**src/rtl/frame_buffer_writer.sv**
```systemverilog
// frame_buffer_writer: packs pixels into {8'h00,r,g,b} words, buffers them and burst-writes frames to ping-pong DDR regions.
// Latency: a pixel reaches the burst master one cycle after it is presented; back-to-back bursts chain with no idle cycle.
// Backpressure: none on the pixel input; avm_waitrequest stalls the master, and a full FIFO drops pixels and sets overflow.
module frame_buffer_writer #(
  parameter logic [31:0] BASE_ADDR_0  = 32'h3000_0000,
  parameter logic [31:0] BASE_ADDR_1  = 32'h3040_0000,
  parameter int          FRAME_PIXELS = 921600,
  parameter int          BURST_LEN    = 16,
  parameter int          FIFO_DEPTH   = 64
) (
  input  logic        clk,
  input  logic        reset,
  input  logic [7:0]  r_fb,
  input  logic [7:0]  g_fb,
  input  logic [7:0]  b_fb,
  input  logic        data_fb_valid,
  input  logic        sop_fb,
  input  logic        eop_fb,
  output logic [31:0] avm_address,
  output logic        avm_write,
  output logic [31:0] avm_writedata,
  output logic [3:0]  avm_byteenable,
  output logic [4:0]  avm_burstcount,
  input  logic        avm_waitrequest,
  output logic        frame_done,
  output logic [31:0] rd_base_addr,
  output logic        overflow,
  output logic        sop_err
);
  localparam int AW = $clog2(FIFO_DEPTH);
  localparam int PW = $clog2(FRAME_PIXELS + 1);
  localparam logic [PW-1:0] MAX_PIX  = PW'(FRAME_PIXELS);
  localparam logic [AW:0]   DEPTH_V  = (AW+1)'(FIFO_DEPTH);
  localparam logic [31:0]   BLEN_32  = 32'(BURST_LEN);

  typedef enum logic [1:0] {WAIT_SOP, IN_FRAME, WAIT_FLUSH} in_state_t;
  typedef enum logic {M_IDLE, M_BURST} m_state_t;

  in_state_t r_in_state, w_in_nxt;
  m_state_t  r_m_state, w_m_nxt;

  logic [32:0]   r_mem [FIFO_DEPTH];
  logic [AW:0]   r_wr_ptr, r_rd_ptr;
  logic [PW-1:0] r_pix_cnt, r_eop_len, r_offset;
  logic          r_eop_pending, r_buf_sel;
  logic [31:0]   r_addr, r_rd_base;
  logic [4:0]    r_bcnt, r_beats_left;
  logic          r_frame_done, r_overflow, r_sop_err;

  logic          w_frame_pix, w_is_eop, w_sop_bad, w_over_limit, w_push;
  logic [PW-1:0] w_idx;
  logic [AW:0]   w_fill;
  logic [32:0]   w_head;
  logic          w_accept, w_last_beat, w_complete, w_can_start, w_load;
  logic [31:0]   w_eff_fill, w_eff_off, w_remain, w_cur_base;
  logic [4:0]    w_blen;

  // Input FSM: decide which valid pixels belong to the current frame and where the frame ends
  always_comb begin
    w_in_nxt    = r_in_state;
    w_frame_pix = 1'b0;
    w_is_eop    = 1'b0;
    w_sop_bad   = 1'b0;
    case (r_in_state)
      WAIT_SOP: begin
        if (data_fb_valid && sop_fb) begin
          w_frame_pix = 1'b1;
          w_is_eop    = eop_fb;
          w_in_nxt    = eop_fb ? WAIT_FLUSH : IN_FRAME;
        end
      end
      IN_FRAME: begin
        if (data_fb_valid) begin
          w_frame_pix = 1'b1;
          w_is_eop    = eop_fb;
          w_sop_bad   = sop_fb;
          if (eop_fb) w_in_nxt = WAIT_FLUSH;
        end
      end
      WAIT_FLUSH: begin
        w_sop_bad = data_fb_valid && sop_fb;
        if (!r_eop_pending) w_in_nxt = WAIT_SOP;
      end
      default: w_in_nxt = WAIT_SOP;
    endcase
  end

  assign w_idx        = (r_in_state == WAIT_SOP) ? '0 : r_pix_cnt;
  assign w_fill       = r_wr_ptr - r_rd_ptr;
  assign w_over_limit = w_frame_pix && (w_idx >= MAX_PIX);
  assign w_push       = w_frame_pix && !w_over_limit && (w_fill != DEPTH_V);

  // FIFO storage: tag bit marks the last word of a frame
  always_ff @(posedge clk) begin
    if (w_push) r_mem[r_wr_ptr[AW-1:0]] <= {w_is_eop, 8'h00, r_fb, g_fb, b_fb};
  end

  assign w_head      = r_mem[r_rd_ptr[AW-1:0]];
  assign w_accept    = (r_m_state == M_BURST) && !avm_waitrequest;
  assign w_last_beat = w_accept && (r_beats_left == 5'd1);
  assign w_complete  = w_accept && (w_head[32] || (r_eop_pending && (r_offset + PW'(1) == r_eop_len)));
  assign w_cur_base  = r_buf_sel ? BASE_ADDR_1 : BASE_ADDR_0;

  // Burst launch decision, evaluated on the post-pop view so a new burst can follow the last beat directly
  always_comb begin
    w_eff_fill  = 32'(w_fill) - 32'(w_accept);
    w_eff_off   = 32'(r_offset) + 32'(w_accept);
    w_remain    = 32'(r_eop_len) - w_eff_off;
    w_can_start = (w_eff_fill >= BLEN_32) ||
                  (r_eop_pending && (w_remain != 32'd0) && (w_eff_fill >= w_remain));
    w_blen      = (r_eop_pending && (w_remain < BLEN_32)) ? 5'(w_remain) : 5'(BURST_LEN);
    w_load      = ((r_m_state == M_IDLE) || w_last_beat) && !w_complete && w_can_start;
  end

  // Master FSM next state: stay in burst when chaining, fall back to idle after the last beat
  always_comb begin
    w_m_nxt = r_m_state;
    if (w_load)           w_m_nxt = M_BURST;
    else if (w_last_beat) w_m_nxt = M_IDLE;
  end

  // State registers for both FSMs
  always_ff @(posedge clk) begin
    if (reset) begin
      r_in_state <= WAIT_SOP;
      r_m_state  <= M_IDLE;
    end else begin
      r_in_state <= w_in_nxt;
      r_m_state  <= w_m_nxt;
    end
  end

  // Frame bookkeeping, FIFO pointers, burst registers and status flags
  always_ff @(posedge clk) begin
    if (reset) begin
      r_wr_ptr      <= '0;
      r_rd_ptr      <= '0;
      r_pix_cnt     <= '0;
      r_eop_len     <= '0;
      r_offset      <= '0;
      r_eop_pending <= 1'b0;
      r_buf_sel     <= 1'b0;
      r_addr        <= '0;
      r_bcnt        <= '0;
      r_beats_left  <= '0;
      r_frame_done  <= 1'b0;
      r_rd_base     <= BASE_ADDR_1;
      r_overflow    <= 1'b0;
      r_sop_err     <= 1'b0;
    end else begin
      if (w_push)   r_wr_ptr <= r_wr_ptr + (AW+1)'(1);
      if (w_accept) r_rd_ptr <= r_rd_ptr + (AW+1)'(1);

      // pix_cnt saturates at the frame limit; dropped pixels still advance it
      if (w_frame_pix) begin
        if (r_in_state == WAIT_SOP)   r_pix_cnt <= PW'(1);
        else if (r_pix_cnt < MAX_PIX) r_pix_cnt <= r_pix_cnt + PW'(1);
      end

      if (w_frame_pix && w_is_eop) r_eop_len <= w_over_limit ? MAX_PIX : w_idx + PW'(1);

      if (w_complete)                   r_eop_pending <= 1'b0;
      else if (w_frame_pix && w_is_eop) r_eop_pending <= 1'b1;

      if (w_complete)    r_offset <= '0;
      else if (w_accept) r_offset <= r_offset + PW'(1);

      if (w_load) begin
        r_addr       <= w_cur_base + (w_eff_off << 2);
        r_bcnt       <= w_blen;
        r_beats_left <= w_blen;
      end else if (w_accept) begin
        r_beats_left <= r_beats_left - 5'd1;
      end

      r_frame_done <= w_complete;
      if (w_complete) begin
        r_rd_base <= w_cur_base;
        r_buf_sel <= ~r_buf_sel;
      end

      if (w_frame_pix && !w_push) r_overflow <= 1'b1;
      if (w_sop_bad)              r_sop_err  <= 1'b1;
    end
  end

  assign avm_write      = (r_m_state == M_BURST);
  assign avm_writedata  = avm_write ? w_head[31:0] : 32'h0;
  assign avm_address    = r_addr;
  assign avm_burstcount = r_bcnt;
  assign avm_byteenable = 4'hF;
  assign frame_done     = r_frame_done;
  assign rd_base_addr   = r_rd_base;
  assign overflow       = r_overflow;
  assign sop_err        = r_sop_err;
endmodule

```
**config.mk**
```make
export PLATFORM = sky130hd
export DESIGN_NAME = frame_buffer_writer
export DESIGN_NICKNAME = d
export VERILOG_FILES = /design/src/rtl/frame_buffer_writer.sv
export SDC_FILE = /design/constraint.sdc
export NUM_CORES = 2
export LEC_CHECK = 0
export BUFFER_PORTS_ARGS = -buffer_cell sky130_fd_sc_hd__buf_2
export CAP_MARGIN = 10
export CORE_MARGIN = 1
export CORE_UTILIZATION = 60
export DETAILED_ROUTE_END_ITERATION = 12
export PLACE_DENSITY = 0.77
export SETUP_SLACK_MARGIN = 0.02
export SLEW_MARGIN = 20
export SYNTH_ARGS = -nofsm -noshare
export SYNTH_HDL_FRONTEND = slang
export SYNTH_SLANG_ARGS = --single-unit
export TNS_END_PERCENT = 1
```
**constraint.sdc**
```tcl
create_clock -name clk -period 9.87 [get_ports clk]
set_input_delay 0.987 -clock clk [delete_from_list [all_inputs] [get_ports clk]]
set_output_delay 0.987 -clock clk [all_outputs]
set_load 0.01 [all_outputs]
```
# ---- Yosys cells after proc, flatten, opt, wreduce, memory -nomap -nowiden
# Memory sizes are Yosys's and may differ from the RTL's. A register that Yosys moved wholly into a read port is not among the register bits.
# Cells that the tools add are included.
dict set report totals {
  elab_cells 103
  ramBits 1600
  mem_count 1
  register_bits 156
  in_bits 30
}
dict set report op_classes {
  n_eq_ne 9
  order_cmp 5
  mux 29
  addsub 11
  n_bitwise 2
  n_reduce_logical 30
}
# name words word_bits read_ports rd_clocked_by_memory_dff wr line_no
set memory_table {}
lappend memory_table {r_mem 64 25 1 1 1 42} ;# logic [32:0] r_mem [FIFO_DEPTH];
# op n
set op_table {}
lappend op_table {{20-bit two-way mux} 4}
lappend op_table {{20-bit by 1-bit adder with 20-bit output, second input constant} 3}
lappend op_table {{32-bit >= comparator} 1}
lappend op_table {{32-bit by 5-bit >= comparator with 1-bit output, second input constant} 1}
lappend op_table {{32-bit by 5-bit < comparator with 1-bit output, second input constant} 1}
lappend op_table {{32-bit two-way mux} 1}
lappend op_table {{32-bit nonzero test} 1}
lappend op_table {{30-bit by 23-bit adder with 31-bit output} 1}
lappend op_table {{23-bit two-way mux} 1}
lappend op_table {{20-bit by 21-bit subtractor with 22-bit output} 1}
lappend op_table {{20-bit by 1-bit adder with 21-bit output} 1}
lappend op_table {{20-bit == test} 1}
lappend op_table {{20-bit >= comparator, second input constant} 1}
lappend op_table {{20-bit < comparator, second input constant} 1}
lappend op_table {{1-bit logical AND} 15}
lappend op_table {{5-bit two-way mux} 3}
lappend op_table {{7-bit by 1-bit adder with 7-bit output, second input constant} 2}
lappend op_table {{6-bit two-way mux} 2}
lappend op_table {{2-bit two-way mux} 5}
lappend op_table {{1-bit two-way mux} 9}
lappend op_table {{2-bit != test, second input constant} 4}
lappend op_table {{7-bit by 1-bit subtractor with 8-bit output} 1}
lappend op_table {{7-bit != test, second input constant} 1}
lappend op_table {{7-bit subtractor} 1}
lappend op_table {{14 further kinds} 24}

# ---- Longest topological paths before layout
dict set report logic_depth {
  ltp_word 10
  mapped_depth 31
  mapped_depth_nobuf 27
}

# ---- Least setup slack after synthesis
# Ideal clock, no wire load.
dict set report synth_timing {
  kind {input to register}
  from {input port avm_waitrequest}
  to {register r_beats_left[4]}
  t_required_ps 9754
  setup_time_ps 116
  arrival_time_ps 6693
  stages 27
  slack_ps 3061
  cell_sequence {nand2b_1 clkbuf_1 inv_1 buf_1 ha_1 nand4_2 nor3_2 mux2_2 maj3_2 a21o_4 a31oi_4 a221oi_4 o21ai_2 a21o_1 a21oi_1 xnor2_1 ha_1 a31o_2 a21o_1 a31oi_1 a211oi_1 o311a_1 nor3_1 nor2b_2 o31ai_4 or4b_1 o211a_1}
}
dict set report synth_between {
  elab_chain_len 10
}
# item line_no
set synth_rtl {}
lappend synth_rtl {{start, declared} 24} ;# input logic avm_waitrequest,
lappend synth_rtl {{1-bit zero test (*)} 99} ;# assign w_accept = (r_m_state == M_BURST) && !avm_waitrequest;
lappend synth_rtl {{1-bit logical AND (*)} 99}
lappend synth_rtl {{net w_accept} 54} ;# logic w_accept, w_last_beat, w_complete, w_can_start, w_load;
lappend synth_rtl {{branches (longest 8 deep; another with 32-bit >= comparator)} --}
lappend synth_rtl {{end signal, assigned} 171} ;# r_beats_left <= w_blen;
lappend synth_rtl {{end signal, assigned} 173} ;# r_beats_left <= r_beats_left - 5'd1;
lappend synth_rtl {{end, declared} 47} ;# logic [4:0] r_bcnt, r_beats_left;
# Mark *: on every way through the listed nets, which the timed path passes.
# A chain may end at the register's enable or synchronous reset.

# ---- Worst setup path in the final report
dict set report layout_timing {
  from {input port avm_waitrequest}
  to {register r_beats_left[4]}
}
dict set report layout_between {
  elab_chain_len 10
}
# item line_no
set layout_rtl {}
lappend layout_rtl {{1-bit zero test (*)} 99}
lappend layout_rtl {{1-bit logical AND (*)} 99}
lappend layout_rtl {{branches (longest 8 deep; another with 32-bit >= comparator)} --}
# Every way passes the cells marked *.

==> results.sh <==
export IMPL_sw_frac_of_total_pct=23.8
export IMPL_drv_slew=0
export IMPL_worst_ep_required_time_ps=10530
export IMPL_grt_ovfl_total=0
export IMPL_synth_edf_count=1600
export IMPL_slew_headroom_pct=19.0
export IMPL_power_per_cell_area_nw_per_um2=209
export IMPL_numCtsBuffers=166
export IMPL_p_clk_share_pct=39.5
export IMPL_criticalPathCategory="in -> reg"
export IMPL_routedWlPerCell_um=34.6
export IMPL_whs_ps=449
export IMPL_first_iter_violations=5112
export IMPL_grt_pass1_vias=36540
export IMPL_start_util_pct=60.5
export IMPL_die_h_um=344
export IMPL_power_mw=16.5
export IMPL_root_buffer="clkbuf_16"
export IMPL_dp_hpwl_mm=97.1
export IMPL_routabilityCongestion=0.875
export IMPL_synth_most_common_cell="edfxtp_1"
export IMPL_cts_hold_buf=0
export IMPL_power_internal_mw=12.6
export IMPL_setup_viol=0
export IMPL_cts_resized=0
export IMPL_finalCritPeriodShare_pct=71.6
export IMPL_tightest_slew_ps=1210
export IMPL_core_area_um2=116000
export IMPL_cp_slowest_cell="or4b_1"
export IMPL_cts_tree="built"
export IMPL_ios=139
export IMPL_ys_ff_latch=1722
export IMPL_synthToLayoutAreaGrowth_pct=12.1
export IMPL_start_kind="input port"
export IMPL_synth_area_um2=70300
export IMPL_synth_area_per_cell_um2=20.0
export IMPL_status="finished, final reports clean"
export IMPL_drc=0
export IMPL_fin_nets=3756
export IMPL_timing_fmax_mhz=142
export IMPL_ys_top_cells_by_count="1600 x edfxtp_1, 525 x mux4_2, 207 x nor2_1"
export IMPL_ys_types=104
export IMPL_grt_pass1_wl_mm=260
export IMPL_period_needed_ps=7060
export IMPL_synth_top_area_share_pct=68.4
export IMPL_cts_setup_buffers=0
export IMPL_hp_class="reg -> reg"
export IMPL_yosys_top_cells_area="edfxtp_1 68%, mux4_2 17%, dfxtp_1 3.5%"
export IMPL_switchingPower_mw=3.92
export IMPL_peakVddDrop_mv=0.242
export IMPL_place_inst=5022
export IMPL_ys_warn_count=0
export IMPL_drt_pass1_iterations=5
export IMPL_p_leak_nw=24.3
export IMPL_io_buffers=87
export IMPL_htree_levels=4
export IMPL_drtAntennaViolNets=0
export IMPL_synthArstFlopShare_pct=0
export IMPL_critPathCaptureType="register"
export IMPL_grt_antenna_before_repair=15
export IMPL_synth_top_area_cell="edfxtp_1"
export IMPL_finish_utilization_pct=67.8
export IMPL_ys_seq_area_share_pct=71.8
export IMPL_rsz0062_at_grt="false"
export IMPL_maxCapViolCount=0
export IMPL_track_usage_pct=31.5
export IMPL_clk_pin_slew_worst_paths_ps=60
export IMPL_die_area_um2=119000
export IMPL_cpPeakStageDelay_ps=480
export IMPL_power_frac_comb_pct=11.3
export IMPL_clk_latency_ps=810
export IMPL_fin_worst_skew_ps=48.7
export IMPL_path_max_fanout=26
export IMPL_drt_total_wl_mm=185
export IMPL_cts_sinks=1722
export IMPL_vias_per_cell=6.87
export IMPL_dr_total_vias=36690
export IMPL_netlist_instances=3518
export IMPL_instances_no_fill=5342
export IMPL_tns_ps=0
export IMPL_arrival_ps=7720
export IMPL_die_x_um=344
export IMPL_row_count=125
export IMPL_cts_buffer_depth=3
export IMPL_p_seq_share_pct=49.1
export IMPL_grt_max_degree=144
export IMPL_ys_flop_type="edfxtp_1"
export IMPL_layout_drive_gt1_share_pct=28.3
export IMPL_hold_viol=0
## state kept, by name, summed over array words and instances (netlist names), 5 cells and up, named ones only
signal / count
r_offset: 20
avm_address: 23
avm_burstcount: 5
r_eop_len: 20
r_rd_ptr: 7
r_wr_ptr: 7
r_mem: 1600
r_pix_cnt: 20
r_beats_left: 5
## routing by layer
layer / vias to the layer above / part of all wire [%] / track usage (%)
li1: 14573 / - / -
met1: 19118 / 35 / 41.5
met2: 2580 / 50 / 51.3
met3: 413 / 10 / 6.22
met4: 6 / 4.3 / 14.4
met5: - / 0.018 / 0
## cell usage in the layout (no fill, tap or decap), types with 11 or more instances in the layout
cell,n
xnor2_1,81
edfxtp_1,1600
buf_4,76
clkinv_2,27
nand3_1,28
ha_1,49
nor2_1,143
inv_1,64
clkbuf_16,168
mux2_2,11
nor2_4,64
o21ai_0,36
nand4_1,13
dfxtp_1,117
a22oi_1,23
and2_1,32
bufinv_16,20
clkbuf_1,37
xor2_1,60
buf_16,16
nor3_1,19
conb_1,51
nand2b_1,19
mux4_2,525
mux2i_1,19
or3_1,19
clkinv_1,31
a211oi_1,20
a21oi_1,58
nor2b_1,14
nand2_1,89
buf_2,77
## cell type report
cell class / count / area (um2)
clock inverter: 96 / 1130
tap: 1524 / 1910
clock buffer: 208 / 4380
antenna: 7 / 17.5
multi-input combinational: 1541 / 19000
timing repair buffer: 178 / 1580
sequential: 1722 / 50500
fill: 6971 / 37400
inverter: 66 / 248
## metrics by stage
stage | area (um2) | setup WS, ps
after floorplan | 70500 | 3060
after global placement | 72700 | 2250
after detailed placement | 73000 | 2160
after CTS | 78500 | 2920
after global routing | 78800 | 2470
final | 78800 | 2810
## power by group through the flow
stage	sequential, mW	clock (mW)	combinational, mW
3_3_place_gp	8.24	0	1.79
4_1_cts	8.09	6.56	1.86
3_5_place_dp	8.25	0	1.83
6_report	8.09	6.51	1.87
2_1_floorplan	8.21	0	1.33
5_1_grt	8.09	6.80	1.98
## critical path, delay by kind of cell
family / cells / cell delay (ps)
compound gates: 13 / 2350
buf+inv: 3 / 740
fa+ha+maj: 3 / 1060
xor+xnor: 1 / 140
mux: 1 / 380
simple gates: 6 / 2040
## cells by family after synthesis
group / count (synthesis) / synth area share [%]
flip-flops: 1722 / 71.8
buffers and inverters: 304 / 2.06
multiplexers: 555 / 17.3
AO/OA/AOI/OAI: 217 / 2.19
adder cells (fa/ha/maj): 57 / 1.02
AND/OR/NAND/NOR: 514 / 3.70
XOR/XNOR: 147 / 1.91
other: 2 / 0.0107
## worst paths after layout
path | start | to | slack [ps] | depth (start not counted)
worst max-delay path | avm_waitrequest | r_beats_left[4]$_SDFFE_PP0P_ | 2810 | 27
worst min-delay path | sop_err$_SDFFE_PP0P_ | sop_err$_SDFFE_PP0P_ | 450 | 2
worst max register to register | r_wr_ptr[0]$_SDFFE_PP0P_ | r_beats_left[4]$_SDFFE_PP0P_ | 2860 | 26
worst min register to register | sop_err$_SDFFE_PP0P_ | sop_err$_SDFFE_PP0P_ | 450 | 2
(Power assumes the default switching activity.)
